### config.mk
export PLATFORM = sky130hd
export DESIGN_NAME = uart_tx_arbiter_flat
export DESIGN_NICKNAME = d
export VERILOG_FILES = /design/src/rtl/uart_arb_pkg.sv /design/src/rtl/uart_tx_arbiter_if.sv /design/src/rtl/uart_rr_pick.sv /design/src/rtl/uart_tx_arbiter.sv /design/src/flat_wrapper.sv
export SDC_FILE = /design/constraint.sdc
export NUM_CORES = 1
export LEC_CHECK = 0
export ABC_AREA = 1
export CORE_ASPECT_RATIO = 0.8
export CORE_UTILIZATION = 45
export DETAILED_ROUTE_END_ITERATION = 10
export PLACE_DENSITY = 0.84
export SLEW_MARGIN = 10
export SYNTH_ARGS = -nofsm -noshare
export SYNTH_HDL_FRONTEND = slang
export SYNTH_HIERARCHICAL = 1
export SYNTH_SLANG_ARGS = --single-unit
### constraint.sdc
create_clock -name clk_uart -period 4.95 [get_ports clk_uart]
set_clock_uncertainty 0.15 [all_clocks]
set_input_delay 0.99 -clock clk_uart [delete_from_list [all_inputs] [get_ports clk_uart]]
set_output_delay 0.99 -clock clk_uart [all_outputs]
set_load 0.02 [all_outputs]
### src/rtl/uart_arb_pkg.sv
// Shared FSM encoding and default sizing for the UART transmit arbiter.
// No logic; imported by the arbiter top and its interface.
package uart_arb_pkg;

    localparam logic [1:0] ST_IDLE      = 2'd0;
    localparam logic [1:0] ST_LAUNCH    = 2'd1;
    localparam logic [1:0] ST_WAIT_DONE = 2'd2;

    localparam int NUM_REQ_DEF        = 4;
    localparam int TIMEOUT_CYCLES_DEF = 16;

    typedef enum logic [1:0] {
        IDLE      = ST_IDLE,
        LAUNCH    = ST_LAUNCH,
        WAIT_DONE = ST_WAIT_DONE
    } arb_state_t;

endpackage

### src/rtl/uart_tx_arbiter_if.sv
// Requester + transmitter signal bundle; master = arbiter, slave = requesters and UART.
// gnt/tx_start are single-cycle pulses; tx_busy holds off launch.
interface uart_tx_arbiter_if #(
    parameter int NUM_REQ = uart_arb_pkg::NUM_REQ_DEF
);
    localparam int OW = $clog2(NUM_REQ);

    logic [NUM_REQ-1:0]   req;
    logic [8*NUM_REQ-1:0] req_data;
    logic [NUM_REQ-1:0]   gnt;
    logic                 tx_start;
    logic [7:0]           tx_data;
    logic                 tx_busy;
    logic                 tx_done;
    logic [OW-1:0]        owner;
    logic                 busy;
    logic                 err_timeout;

    modport master (
        input  req, req_data, tx_busy, tx_done,
        output gnt, tx_start, tx_data, owner, busy, err_timeout
    );

    modport slave (
        output req, req_data, tx_busy, tx_done,
        input  gnt, tx_start, tx_data, owner, busy, err_timeout
    );

endinterface

### src/rtl/uart_rr_pick.sv
// Round-robin winner: first requesting index after last_owner, wrapping to 0.
// Purely combinational; valid is low when no request bit is set.
module uart_rr_pick #(
    parameter  int NUM_REQ = uart_arb_pkg::NUM_REQ_DEF,
    localparam int OW      = $clog2(NUM_REQ)
) (
    input  logic [NUM_REQ-1:0] req,
    input  logic [OW-1:0]      last_owner,
    output logic               valid,
    output logic [OW-1:0]      winner
);

    int   idx;
    logic found;

    always_comb begin
        winner = '0;
        found  = 1'b0;
        idx    = 0;
        for (int k = 1; k <= NUM_REQ; k++) begin
            idx = (int'(last_owner) + k) % NUM_REQ;
            if (!found && req[OW'(idx)]) begin
                found  = 1'b1;
                winner = OW'(idx);
            end
        end
    end

    assign valid = |req;

endmodule

### src/rtl/uart_tx_arbiter.sv
// Shares one UART transmitter among NUM_REQ byte requesters; gnt 1 cycle after req, tx_start once tx_busy is low.
// Optional WAIT_DONE watchdog (TIMEOUT_CYCLES, err_timeout) compiled in with UART_ARB_TIMEOUT_EN.
module uart_tx_arbiter #(
    parameter int NUM_REQ = uart_arb_pkg::NUM_REQ_DEF
`ifdef UART_ARB_TIMEOUT_EN
    ,
    parameter int TIMEOUT_CYCLES = uart_arb_pkg::TIMEOUT_CYCLES_DEF
`endif
) (
    input logic               clk_uart,
    input logic               rst,
    uart_tx_arbiter_if.master bus
);
    import uart_arb_pkg::*;

    localparam int OW = $clog2(NUM_REQ);

    arb_state_t         state, state_nxt;
    logic [NUM_REQ-1:0] gnt_q, gnt_nxt;
    logic               tx_start_q, tx_start_nxt;
    logic [7:0]         tx_data_q, tx_data_nxt;
    logic [OW-1:0]      owner_q, owner_nxt;
    logic [OW-1:0]      last_owner, last_owner_nxt;
    logic               busy_q, busy_nxt;
    logic               pick_vld;
    logic [OW-1:0]      pick_idx;
    logic               timeout_hit;

    uart_rr_pick #(.NUM_REQ(NUM_REQ)) u_pick (
        .req        (bus.req),
        .last_owner (last_owner),
        .valid      (pick_vld),
        .winner     (pick_idx)
    );

    always_ff @(posedge clk_uart or negedge rst) begin
        if (!rst) begin
            state      <= IDLE;
            gnt_q      <= '0;
            tx_start_q <= 1'b0;
            tx_data_q  <= 8'h00;
            owner_q    <= '0;
            last_owner <= OW'(NUM_REQ - 1);
            busy_q     <= 1'b0;
        end else begin
            state      <= state_nxt;
            gnt_q      <= gnt_nxt;
            tx_start_q <= tx_start_nxt;
            tx_data_q  <= tx_data_nxt;
            owner_q    <= owner_nxt;
            last_owner <= last_owner_nxt;
            busy_q     <= busy_nxt;
        end
    end

    always_comb begin
        state_nxt      = state;
        gnt_nxt        = '0;
        tx_start_nxt   = 1'b0;
        tx_data_nxt    = tx_data_q;
        owner_nxt      = owner_q;
        last_owner_nxt = last_owner;
        case (state)
            IDLE: begin
                if (pick_vld) begin
                    state_nxt         = LAUNCH;
                    gnt_nxt[pick_idx] = 1'b1;
                    owner_nxt         = pick_idx;
                    for (int i = 0; i < NUM_REQ; i++) begin
                        if (pick_idx == OW'(i)) begin
                            tx_data_nxt = bus.req_data[8*i +: 8];
                        end
                    end
                end
            end
            LAUNCH: begin
                if (!bus.tx_busy) begin
                    state_nxt    = WAIT_DONE;
                    tx_start_nxt = 1'b1;
                end
            end
            WAIT_DONE: begin
                // tx_done and timeout both release the pointer to owner+1
                if (bus.tx_done || timeout_hit) begin
                    state_nxt      = IDLE;
                    last_owner_nxt = owner_q;
                end
            end
            default: state_nxt = IDLE;
        endcase
        busy_nxt = (state_nxt != IDLE);
    end

`ifdef UART_ARB_TIMEOUT_EN
    localparam int CW = $clog2(TIMEOUT_CYCLES + 1);

    logic [CW-1:0] to_cnt;
    logic          err_q;

    // to_cnt counts completed WAIT_DONE cycles, so this fires on the TIMEOUT_CYCLES-th edge
    assign timeout_hit = (state == WAIT_DONE) && (to_cnt == CW'(TIMEOUT_CYCLES - 1));

    always_ff @(posedge clk_uart or negedge rst) begin
        if (!rst) begin
            to_cnt <= '0;
            err_q  <= 1'b0;
        end else begin
            to_cnt <= (state == WAIT_DONE) ? to_cnt + CW'(1) : '0;
            err_q  <= timeout_hit && !bus.tx_done;
        end
    end

    assign bus.err_timeout = err_q;
`else
    assign timeout_hit     = 1'b0;
    assign bus.err_timeout = 1'b0;
`endif

    assign bus.gnt      = gnt_q;
    assign bus.tx_start = tx_start_q;
    assign bus.tx_data  = tx_data_q;
    assign bus.owner    = owner_q;
    assign bus.busy     = busy_q;

endmodule

### src/flat_wrapper.sv
// flat-port wrapper written by rule: the top's interface ports become plain ports
module uart_tx_arbiter_flat import uart_arb_pkg::*;
#(
    parameter int NUM_REQ = uart_arb_pkg::NUM_REQ_DEF

)
  (clk_uart, rst, bus_req, bus_req_data, bus_tx_busy, bus_tx_done, bus_gnt, bus_tx_start, bus_tx_data, bus_owner, bus_busy, bus_err_timeout);
  uart_tx_arbiter_if #(.NUM_REQ(NUM_REQ)) bus_i ();
  input logic clk_uart;
  input logic rst;
  input wire logic [$bits(bus_i.req)-1:0] bus_req;
  input wire logic [$bits(bus_i.req_data)-1:0] bus_req_data;
  input wire logic [$bits(bus_i.tx_busy)-1:0] bus_tx_busy;
  input wire logic [$bits(bus_i.tx_done)-1:0] bus_tx_done;
  output wire logic [$bits(bus_i.gnt)-1:0] bus_gnt;
  output wire logic [$bits(bus_i.tx_start)-1:0] bus_tx_start;
  output wire logic [$bits(bus_i.tx_data)-1:0] bus_tx_data;
  output wire logic [$bits(bus_i.owner)-1:0] bus_owner;
  output wire logic [$bits(bus_i.busy)-1:0] bus_busy;
  output wire logic [$bits(bus_i.err_timeout)-1:0] bus_err_timeout;
  assign bus_i.req = bus_req;
  assign bus_i.req_data = bus_req_data;
  assign bus_i.tx_busy = bus_tx_busy;
  assign bus_i.tx_done = bus_tx_done;
  assign bus_gnt = bus_i.gnt;
  assign bus_tx_start = bus_i.tx_start;
  assign bus_tx_data = bus_i.tx_data;
  assign bus_owner = bus_i.owner;
  assign bus_busy = bus_i.busy;
  assign bus_err_timeout = bus_i.err_timeout;
  uart_tx_arbiter #(.NUM_REQ(NUM_REQ)) u_core (.clk_uart(clk_uart), .rst(rst), .bus(bus_i));
endmodule
==> impl_results.md <==
- CP Cell Sequence: clkdlybuf4s50_1, nand2_1, nand2_2, nand2_2, nand2_4, nand3_1, nand2_1, nand3_2, nand2_1, nand2_1, nor2_1, nor2_1, nand2_1, nand2_1
- Static Leakage: 0.0009671 µW
- # IOs: 57
- Global-route wire length before repair: 5547 µm
- Syn Std Cell Area: 1338 µm²
- Post-DRT Antenna Nets: 0
- Hold depth: 2
- CP startpoint: bus_req[3]
- Setup violators final: 0
- Root Buffer: clkbuf_8
- Top-area cell type share of the netlist area: 33.68%
- Vias in the first global route: 1285
- # nets final: 283
- Post-route minimum period: 3.180 ns
- Worst Reg-to-Reg Cells: 13
- Fill cell count: 236
- Die Width: 62.96 µm
- Gr usage total: 22.26%
- Final Hold Viols: 0
- Max stage delay on crit path: 0.50 ns
- Required time of the critical path: 4.95 ns
- Most common cell in the synthesized netlist: nand2_1
- Post-CTS sizing: 0
- Yosys cell types: 24
- Gr ovfl total: 0
- CTS sink count: 20
- Worst path slowest cell: clkdlybuf4s50_1
- Max-cap viol count: 0
- Rel. slew slack: 42.33%
- H-tree levels: 1
- Synth Net Count: 230
- Tightest Pin Transition: 0.8624 ns
- Drt drc: 0
- Dpl hpwl: 2633 µm
- PD cells: 761.8 nW/µm²
- Syn avg cell area: 7.040 µm²
- Worst Hold Class: reg2reg
- Main area contributors after synthesis: dfrtp_1 34%, nand2_1 17%, nand3_1 8.6%, nor2_1 5.9%, nand2_4 5.1%
- Initial antenna violation count: 0
- Rows: 17
- CTS clk-pin slew, worst paths: 0.07 ns
- Cells after synthesis: 190
- Setup ws final: 1.770 ns
- WL final: 3312 µm
- Post-synth ARST share: 100.0%
- CTS hold repair buffers: 0
- Post-synth top flop: dfrtp_1
- Ys Warns: 6
- Sequential area share after synthesis: 37.61%
- Via count: 1364
- Worst setup SP type: input port
- Core ar.: 2786 µm²
- Post-CTS setup buffer count: 0
- Post-synth EDFFs: 0
- Die ar.: 3196 µm²
- Fraction of layout cells with a size suffix above 1: 11.98%
- Latest clock arrival within the worst-skew pair: 0.25 ns
- Via-to-Cell Ratio: 4.871
- Sum of negative setup slack: 0 ns
- Crit Path Category: in2reg
- Routed WL per cell: 11.83 µm
- Post-Place Setup Slack: 1.516 ns
- Largest net degree at the start of global routing: 23
- Starting Density: 48.00%
- Max IR drop VDD: 0.3951 mV
- Critical Path Most Common Cell: nand2_1
- PortBufs: 55
- Outcome: finished clean
- Slew Limit Fails: 0
- CTS Buffer Depth: 2
- CP Capture Type: register
- Area growth from synthesis to layout: 45.84%
- GPL Wtd Cong: 0.8033
- CTS tree: yes
- CP Max Fanout: 16
- Flops & latches, synth: 20
- Final core utilization: 70.00%
- Hold wc startpoint: u_core/bus.tx_data[6]
- Initial DRC count: 67
- Unrepaired setup endpoints after global routing: no
- TritonRoute pass-1 iters: 4
- Top cells by count, synth: 59 x nand2_1, 23 x nand3_1, 21 x nor2_1
- Diodes inserted: 0
- R2r startpoint: u_core/last_owner[0]
- Crit share post-route: 64.23%
- Chip height: 50.76 µm
- Critical Path AT: 3.18 ns
- Top cell type by total area after synthesis: dfrtp_1
- CTS buffer count: 3
- Fmax: 314.5 MHz
[routing by layer]
layer | GRT usage [%] | wire (µm) | part of all wire [%]
met5 | 0 | 0 | 0
met3 | 4.545 | 166 | 5.0
met1 | 27.66 | 1506 | 45
met2 | 39.25 | 1574 | 48
met4 | 5.814 | 63 | 1.9
[cell usage in the layout, fill, tap and decap left out]
| master | netlist | routed |
|---|---|---|
| o22ai_1 | 1 | 1 |
| nand3_2 | 2 | 2 |
| nor2_1 | 21 | 21 |
| or2_1 | 1 | 1 |
| nand2_2 | 10 | 10 |
| nor2_8 | 1 | 1 |
| nand3b_1 | 1 | 1 |
| o21ai_0 | 8 | 8 |
| dfrtp_1 | 18 | 18 |
| inv_2 | 3 | 3 |
| clkdlybuf4s50_1 | 0 | 55 |
| inv_1 | 16 | 16 |
| nor3_1 | 1 | 1 |
| nand2_1 | 59 | 59 |
| clkbuf_8 | 0 | 3 |
| dfstp_2 | 2 | 2 |
| nand4_1 | 2 | 2 |
| bufinv_16 | 0 | 1 |
| nand2_4 | 6 | 6 |
| o21ai_1 | 5 | 5 |
| inv_6 | 1 | 1 |
| conb_1 | 1 | 1 |
| a31oi_1 | 1 | 1 |
| nand3_1 | 23 | 23 |
[metrics by stage]
stage | hold slack (ns) | power [µW] | cell area [µm²] | std cells
3_5_place_dp | 0.3204 | 1321 | 1879 | 276
4_1_cts | 0.3393 | 1489 | 1951 | 280
5_1_grt | 0.3473 | 1632 | 1951 | 280
2_1_floorplan | 0.3248 | 1098 | 1338 | 190
3_3_place_gp | 0.3118 | 1296 | 1879 | 276
6_report | 0.3331 | 1486 | 1951 | 280
[registers in the layout, indices dropped and copies added (netlist names)]
register             flops
u_core/bus.tx_start      1
u_core/bus.tx_data       8
u_core/state             2
u_core/last_owner        2
u_core/bus.gnt           4
u_core/bus.busy          1
u_core/bus.owner         2
[layout make-up]
cell class / count / area [µm²] / area share [%]
clock buffers: 3 / 41.29 / 2.117
clock inverters: 1 / 30.03 / 1.539
inverters: 20 / 80.08 / 4.105
multi-input cells: 143 / 698.2 / 35.79
flip-flops and latches: 20 / 503.0 / 25.79
well taps: 38 / 47.55 / 2.437
repair buffers: 55 / 550.5 / 28.22
[critical path, delay by kind of cell]
kind / cells / cell delay (ns)
buf+inv: 1 / 0.50
simple gates: 13 / 1.68
[report_power, final]
part	switching [µW]	total, µW	leakage (µW)	internal (µW)
clock network	52.2	160	0.0000357	108
logic	658	1030	0.000685	369
registers	52.7	298	0.000246	246
[final timing paths]
kind / to / slack, ns
worst min-delay path: u_core/bus.tx_data[6] / 0.33
worst min register to register: u_core/bus.tx_data[6] / 0.33
min in group asynchronous: u_core/bus.tx_data[6] / 1.07
max in group asynchronous: u_core/bus.gnt[2] / 3.05
worst max register to register: u_core/bus.tx_data[5] / 2.31
worst max-delay path: u_core/bus.tx_data[5] / 1.77
[logic make-up (layout without fill, tap and decap cells)]
logic type | Yosys count | after routing | share of synthesized area, %
simple gates | 127 | 127 | 46.12
buf+inv | 27 | 79 | 10.20
flops | 20 | 20 | 37.61
compound gates | 15 | 15 | 5.800
other cells | 1 | 1 | 0.2804
No activity file was read; power rests on OpenSTA's default activity.
